## src/rtl/mips_boot_pkg.sv

```systemverilog
// mips_boot_pkg: shared state encoding, default frame start byte and frame-field widths for the boot loader.
package mips_boot_pkg;
  typedef enum logic [2:0] {IDLE, LEN0, LEN1, DATA, CSUM, RUN, ERROR} state_t;
  localparam logic [7:0] MAGIC_DEF = 8'hA5;
  localparam int BYTE_W = 8;
  localparam int LEN_W = 16;
  localparam int WORD_W = 32;
endpackage

```

## src/rtl/boot_word_packer.sv

```systemverilog
// boot_word_packer: assembles little-endian 32-bit words from a byte stream and pulses we one cycle after the fourth byte.
module boot_word_packer
  import mips_boot_pkg::*;
(
  input  logic              clk,
  input  logic              reset,
  input  logic              en_i,
  input  logic [BYTE_W-1:0] data_i,
  output logic              last_o,
  output logic              we_o,
  output logic [WORD_W-1:0] word_o
);
  logic [1:0]  pos_q;
  logic [23:0] buf_q;
  assign last_o = en_i & (pos_q == 2'd3);
  // Bytes shift in from the top so the first byte ends up in the LSB lane.
  always_ff @(posedge clk) begin
    if (!reset) begin
      pos_q  <= '0;
      buf_q  <= '0;
      we_o   <= 1'b0;
      word_o <= '0;
    end else begin
      we_o <= last_o;
      if (en_i) begin
        pos_q <= pos_q + 2'd1;
        buf_q <= {data_i, buf_q[23:8]};
      end
      if (last_o) word_o <= {data_i, buf_q};
    end
  end
endmodule

```

## src/rtl/boot_loader.sv

```systemverilog
// boot_loader: receives a framed program image over a byte stream, writes it to instruction memory,
// verifies its XOR checksum and releases the core from reset on success.
module boot_loader
  import mips_boot_pkg::*;
#(
  parameter int         ADDR_W = 8,
  parameter logic [7:0] MAGIC  = MAGIC_DEF
) (
  input  logic              clk,
  input  logic              reset,
  input  logic              in_valid,
  input  logic [BYTE_W-1:0] in_data,
  output logic              in_ready,
  output logic              imem_we,
  output logic [ADDR_W-1:0] imem_addr,
  output logic [WORD_W-1:0] imem_wdata,
  output logic              core_reset,
  output logic              done,
  output logic              err
);
  localparam logic [LEN_W:0] CAP = (LEN_W+1)'(1) << ADDR_W;
  state_t             state_q, state_d;
  logic [BYTE_W-1:0]  len_lo_q, csum_q;
  logic [LEN_W-1:0]   count_q, n_len;
  logic [ADDR_W-1:0]  widx_q, imem_addr_q;
  logic               in_ready_q, core_reset_q, done_q, err_q;
  logic               acc, last, last_word;
  assign acc       = in_valid & in_ready_q;
  assign n_len     = {in_data, len_lo_q};
  assign last_word = LEN_W'(widx_q) == count_q - LEN_W'(1);
  assign in_ready   = in_ready_q;
  assign core_reset = core_reset_q;
  assign done       = done_q;
  assign err        = err_q;
  assign imem_addr  = imem_addr_q;
  boot_word_packer u_packer (
    .clk   (clk),
    .reset (reset),
    .en_i  (acc && state_q == DATA),
    .data_i(in_data),
    .last_o(last),
    .we_o  (imem_we),
    .word_o(imem_wdata)
  );
  always_comb begin
    state_d = state_q;
    if (acc)
      case (state_q)
        IDLE:    state_d = in_data == MAGIC ? LEN0 : IDLE;
        LEN0:    state_d = LEN1;
        LEN1:    state_d = n_len == '0 ? CSUM : {1'b0, n_len} > CAP ? ERROR : DATA;
        DATA:    state_d = last && last_word ? CSUM : DATA;
        CSUM:    state_d = in_data == csum_q ? RUN : ERROR;
        default: state_d = state_q;
      endcase
  end
  // Outputs are registered from the next state so they line up with state_q.
  always_ff @(posedge clk) begin
    if (!reset) begin
      state_q      <= IDLE;
      len_lo_q     <= '0;
      count_q      <= '0;
      csum_q       <= '0;
      widx_q       <= '0;
      imem_addr_q  <= '0;
      in_ready_q   <= 1'b1;
      core_reset_q <= 1'b1;
      done_q       <= 1'b0;
      err_q        <= 1'b0;
    end else begin
      state_q      <= state_d;
      in_ready_q   <= !(state_d inside {RUN, ERROR});
      core_reset_q <= state_d != RUN;
      done_q       <= state_d == RUN;
      err_q        <= state_d == ERROR;
      if (acc && state_q == LEN0) len_lo_q <= in_data;
      if (acc && state_q == LEN1) count_q <= n_len;
      if (acc && state_q == DATA) csum_q <= csum_q ^ in_data;
      if (last) begin
        imem_addr_q <= widx_q;
        widx_q      <= widx_q + 1'b1;
      end
    end
  end
endmodule

```

## config.mk

```make
export PLATFORM = sky130hd
export DESIGN_NAME = boot_loader
export DESIGN_NICKNAME = d
export VERILOG_FILES = /design/src/rtl/mips_boot_pkg.sv /design/src/rtl/boot_word_packer.sv /design/src/rtl/boot_loader.sv
export SDC_FILE = /design/constraint.sdc
export NUM_CORES = 1
export LEC_CHECK = 0
export CORE_UTILIZATION = 45
export CTS_CLUSTER_DIAMETER = 50
export CTS_CLUSTER_SIZE = 28
export DETAILED_ROUTE_END_ITERATION = 6
export PLACE_DENSITY = 0.66
export SLEW_MARGIN = 20
export SYNTH_ARGS = -nofsm -noshare
export SYNTH_HDL_FRONTEND = slang
export SYNTH_SLANG_ARGS = --single-unit
```

## constraint.sdc

```tcl
create_clock -name clk -period 6.7 [get_ports clk]
set_input_delay 0.67 -clock clk [delete_from_list [all_inputs] [get_ports clk]]
set_output_delay 0.67 -clock clk [all_outputs]
set_load 0.02 [all_outputs]
```

**Yosys cells after proc, flatten, opt, wreduce, memory -nomap -nowiden**

Index checks and enable logic that the tools add are counted.

- Bits in registers: 114

- Add/sub/neg operators: 3
- $lt $le $gt $ge: 1
- Equality and inequality tests: 11
- Mux-type cells: 7
- Bitwise logic cells: 3
- Reduce and logical (&&, ||, !) cells: 8

Operator list:

| kind | number |
|---|---|
| 8-bit by 16-bit == test with 1-bit output | 1 |
| 16-bit by 9-bit > comparator with 1-bit output (second input constant) | 1 |
| 16-bit zero test | 1 |
| 16-bit by 1-bit subtractor with 16-bit output (second input constant) | 1 |
| 3-bit case mux with 5 select lines | 1 |
| 3-bit two-way mux | 4 |
| 3-bit == test (second input constant) | 3 |
| 8-bit by 1-bit adder with 8-bit output (second input constant) | 1 |
| 8-bit == test | 1 |
| 8-bit == test (second input constant) | 1 |
| 8-bit bitwise XOR | 1 |
| 3-bit by 2-bit == test with 1-bit output (second input constant) | 2 |
| 1-bit logical AND | 4 |
| 3-bit by 1-bit == test with 1-bit output (second input constant) | 1 |
| 3-bit zero test | 1 |
| 3-bit != test (second input constant) | 1 |
| 2-bit by 1-bit adder with 2-bit output (second input constant) | 1 |
| 1-bit bitwise AND | 2 |
| 2-bit == test (second input constant) | 1 |
| 2-bit two-way mux | 1 |
| 2-bit nonzero test | 1 |
| 1-bit zero test | 1 |
| 1-bit two-way mux | 1 |

**Depth between registers and ports, before layout**

- Depth after elaboration: 10
- Depth in mapped cells: 11

**Modules after synthesis**

A second synthesis with hierarchy kept.

- Cell total of the unflattened synthesis: 539
- Area total of the unflattened synthesis: 5103.6 µm²

Modules (own cells, without submodules):

| module | times used | cells each | area each (µm²) |
|---|---|---|---|
| boot_loader | 1 | 304 | 2725.1 |
| boot_word_packer | 1 | 235 | 2378.5 |

**Worst setup path after synthesis**

No wires, ideal clock.

- Path kind: input to register
- Start point: input port in_valid
- End point: register in_ready_q (netlist: in_ready)
- Arrival time: 2.454 ns
- Setup slack: 4.128 ns
- Stages: 11
- Path buffers: 3
- Cell sequence: and3b_1 clkbuf_1 and3_1 buf_2 and2_1 clkbuf_1 nand4_1 nor4_4 o31ai_2 nor2b_2 o21ai_1

- Cells in the longest elaborated chain, start to end: 10

RTL lines:

| element | RTL line | source |
|---|---|---|
| start, declared | boot_loader.sv:11 | `input logic in_valid,` |
| 1-bit bitwise AND * | boot_loader.sv:28 | `assign acc = in_valid & in_ready_q;` |
| 1-bit logical AND | boot_loader.sv:39 | `.en_i (acc && state_q == DATA),` |
| 1-bit bitwise AND | boot_word_packer.sv:15 | `assign last_o = en_i & (pos_q == 2'd3);` |
| 1-bit logical AND | boot_loader.sv:52 | `DATA: state_d = last && last_word ? CSUM : DATA;` |
| 3-bit two-way mux | boot_loader.sv:52 |  |
| 3-bit case mux with 5 select lines | boot_loader.sv:48 | `case (state_q)` |
| 3-bit two-way mux * | boot_loader.sv:47 | `if (acc)` |
| 3-bit == test | boot_loader.sv:72 | `in_ready_q <= !(state_d inside {RUN, ERROR});` |
| 2-bit nonzero test * | boot_loader.sv:72 |  |
| 1-bit zero test * | boot_loader.sv:72 |  |
| end signal, assigned | boot_loader.sv:72 |  |
| end, declared | boot_loader.sv:26 | `logic in_ready_q, core_reset_q, done_q, err_q;` |

Every way passes the cells marked *; elsewhere a longest branch is shown, timed or not.
A chain may end at the register's enable or synchronous reset.

**Worst setup path in the final report**

Same ends and word-level chain as after synthesis.

==> results.py <==
metrics = {
    "drt": {
        "wl_um": 10700,
        "drt_iter0_drc": 161,
        "antenna_left": 0,
        "routedWlPerCell_um": 14.0,
        "via_per_inst": 5.22,
        "first_pass_iters": 4,
        "drc": 0,
        "vias": 3996,
    },
    "power": {
        "p_leak_uw": 0.00208,
        "cellPowerDensity_mw_per_mm2": 263,
        "ir_drop_mv": 0.138,
    },
    "cells_and_area": {
        "syn_to_final_growth_pct": 24.3,
        "drive_gt1_share_pct": 7.15,
        "multi_input_comb_area_mm2": 0.00247,
        "diodes": 0,
        "final_nets": 630,
        "stdcell_count": 765,
        "post-route-util_pct": 58.3,
        "regArea_mm2": 0.00228,
        "fillers": 962,
    },
    "placement": {
        "hpwlAfterDp_um": 6850,
        "place_congestion": 0.852,
        "dpl.cell_count": 733,
        "placement.io_buffers": 55,
    },
    "synthesis": {
        "synth.area.top_cells": "dfxtp_1 (47%), nand2_1 (14%), a21boi_0 (8.6%)",
        "synth_edf_count": 0,
        "synth_top_family_by_area": "simple AND/OR/NAND/NOR gates",
        "yosys.cell_types.count": 46,
        "synthXorXnorAreaFrac_pct": 6.25,
        "synth_seq_area_share_pct": 46.5,
        "synth_simple_gate_area_share_pct": 25.5,
        "synth_cells": 577,
        "syn_area_per_cell_um2": 8.50,
        "yosysTopAreaCell": "dfxtp_1",
        "yosysTopAreaCellShare_pct": 46.5,
        "syn-num-nets": 591,
        "ys_seq_elements": 114,
        "syn-cell-area_mm2": 0.00490,
        "synth_compound_area_share_pct": 15.6,
        "synthMuxAreaShare_pct": 2.07,
        "synth_warnings": 0,
        "synth_ff_type": "dfxtp_1",
        "synth-async-reset-ratio_pct": 0,
        "synth_fa_ha_area_share_pct": 0.765,
    },
    "sta": {
        "clock-skew-final_ns": 0.00480,
        "tightestPinTransition_ns": 1.07,
        "slew_violations": 0,
        "relSlewSlack_pct": 28.5,
        "rsz0062_at_grt": "false",
        "fin_tns_setup_ns": 0,
        "setup_viol": 0,
        "clock.fmax_mhz": 286,
        "finalHoldViolations": 0,
        "period_share_pct": 52.2,
        "min_period_ns": 3.50,
    },
    "global_route": {
        "antenna_found_initial": 0,
        "grt_use_total_pct": 20.3,
        "first_global_vias": 3798,
        "grt_max_degree": 111,
        "grt_pass1_wl_um": 18100,
        "grt-ovfl-total": 0,
    },
    "setup_path": {
        "critPathCaptureType": "register",
        "critPathArrivalTime_ns": 3.90,
        "cp_data_required_time_ns": 7.10,
        "crit_path_max_incr_delay_ns": 0.91,
        "timing.rr.start": "in_ready",
        "regToRegEndpoint": "in_ready",
        "regToRegSetupSlack_ns": 3.48,
        "start_kind": "primary input",
        "path_cells": "clkdlybuf4s50_1 > and3b_1 > and3_1 > and2_1 > nand4_1 > nor4_4 > o31ai_2 > nor2b_2 > o21ai_1",
        "crit_path_top_delay_cell": "and3_1",
        "cp_num_buf_inv": 1,
        "crit_family": "simple AND/OR/NAND/NOR gates",
        "worstPathMaxFanout": 28,
        "worst-r2r-cell-count": 8,
        "crit_type": "primary input to register",
    },
    "cts": {
        "cts_setup_buffers": 0,
        "htree_num_levels": 4,
        "ctsResizeCount": 0,
        "clkTransAtPathRegs_ns": 0.06,
        "insertion_delay_ns": 0.51,
        "cts_tree": "yes",
        "cts.sink_count": 114,
        "clockRootBuffer": "clkbuf_8",
        "hold_buffers": 0,
        "cts_buffer_depth": 2,
        "numCtsBuffers": 17,
    },
    "status": {
        "status": "complete, no violations",
    },
    "floorplan": {
        "start_util_pct": 46.9,
        "core_area_mm2": 0.0105,
        "die_x_um": 106,
        "die-area_mm2": 0.0113,
        "ios": 56,
        "rows": 37,
        "fp.dieH_um": 106,
    },
    "worst_hold_path": {
        "hold-path-cell-count": 2,
        "hold_path.class": "register to register",
        "worstHoldStart": "u_packer.word_o[31]",
        "hold_end": "u_packer.word_o[31]",
    },
    "job": {
        "maxCapViolations": 0,
    },
}
==> cell type report <==
class                           count  share of cell area (%)
Multi-Input combinational cell    421                    40.5
Timing Repair Buffer               58                    9.32
Inverter                            4                   0.246
Tap cell                          136                    2.79
Sequential cell                   114                    37.4
Clock inverter                     13                    2.63
Clock buffer                       19                    7.08
==> Yosys cell counts, types with 4 or more instances <==
cell      number
and2_1        21
a21boi_1      26
nor2_1        15
nand4_1        9
nand3_1        4
a21boi_0      56
nor4_1         8
nor2b_1        9
inv_1          4
a21oi_1        4
xor2_1         5
and3_1         4
mux2i_1        9
clkbuf_1      33
dfxtp_1      114
nand2_1      178
xnor2_1       30
==> routing by layer <==
metal	track usage, %	routed length, µm
met5	0	0
met3	4.78	389
met1	27.1	5290
met2	31.5	4890
met4	7.94	160
==> cells in the final DEF (no fill, tap or decap), types with 5 or more instances in the layout <==
| cell | instances |
|---|---|
| a21boi_0 | 56 |
| a21boi_1 | 26 |
| and2_1 | 21 |
| clkbuf_16 | 16 |
| clkdlybuf4s50_1 | 54 |
| dfxtp_1 | 114 |
| mux2i_1 | 9 |
| nand2_1 | 178 |
| nand4_1 | 9 |
| nor2_1 | 15 |
| nor2b_1 | 9 |
| nor4_1 | 8 |
| xnor2_1 | 30 |
| xor2_1 | 5 |
==> cell families (layout without fill, tap and decap cells) <==
family / count (synthesis) / after routing
and+or+nand+nor: 270 / 270
DFF: 114 / 114
AOI/OAI and AO/OA: 103 / 103
buffers and inverters: 42 / 94
xor gates and xnor gates: 35 / 35
muxes: 10 / 10
adders and majority gates: 3 / 3
==> how the worst max path moves through the flow <==
| stage | start | slack, ns | depth (start not counted) | to |
|---|---|---|---|---|
| finish | in_valid | 3.20 | 9 | in_ready |
| global placement | in_valid | 2.90 | 9 | in_ready |
| CTS | in_valid | 3.26 | 9 | in_ready |
| global route | in_valid | 2.98 | 9 | done |
| detailed placement | in_valid | 2.73 | 9 | in_ready |
| floorplan | in_valid | 4.13 | 11 | in_ready |
==> report_power, final <==
group,internal (µW),switching [µW],total (µW)
combinational,15.3,17.8,33.0
clock,575,318,893
sequential,678,0.0866,678
total,1270,336,1600
==> per-stage QoR <==
step	worst slack, ns	area [µm²]	hold WS [ns]	total power [µW]
after floorplan	4.13	4900	0.431	714
after global placement	2.90	5500	0.441	726
after detailed placement	2.73	5500	0.445	726
after CTS	3.26	6090	0.453	1620
after global routing	2.98	6090	0.470	1660
final	3.20	6090	0.449	1600
==> sequential cells by signal, summed over array words and instances (netlist names) <==
signal / flops
core_reset: 1
count_q: 16
csum_q: 8
done: 1
err: 1
imem_addr: 8
in_ready: 1
len_lo_q: 8
state_q: 3
u_packer.buf_q: 24
u_packer.pos_q: 2
u_packer.we_o: 1
u_packer.word_o: 32
widx_q: 8
==> worst register-to-register path, cell delays in order (launching register included) <==
cell	delay [ns]
dfxtp_1	0.38
and3b_1	0.31
and3_1	0.91
and2_1	0.56
nand4_1	0.22
nor4_4	0.34
o31ai_2	0.13
nor2b_2	0.17
o21ai_1	0.09
No activity file was read; power rests on OpenSTA's default activity.
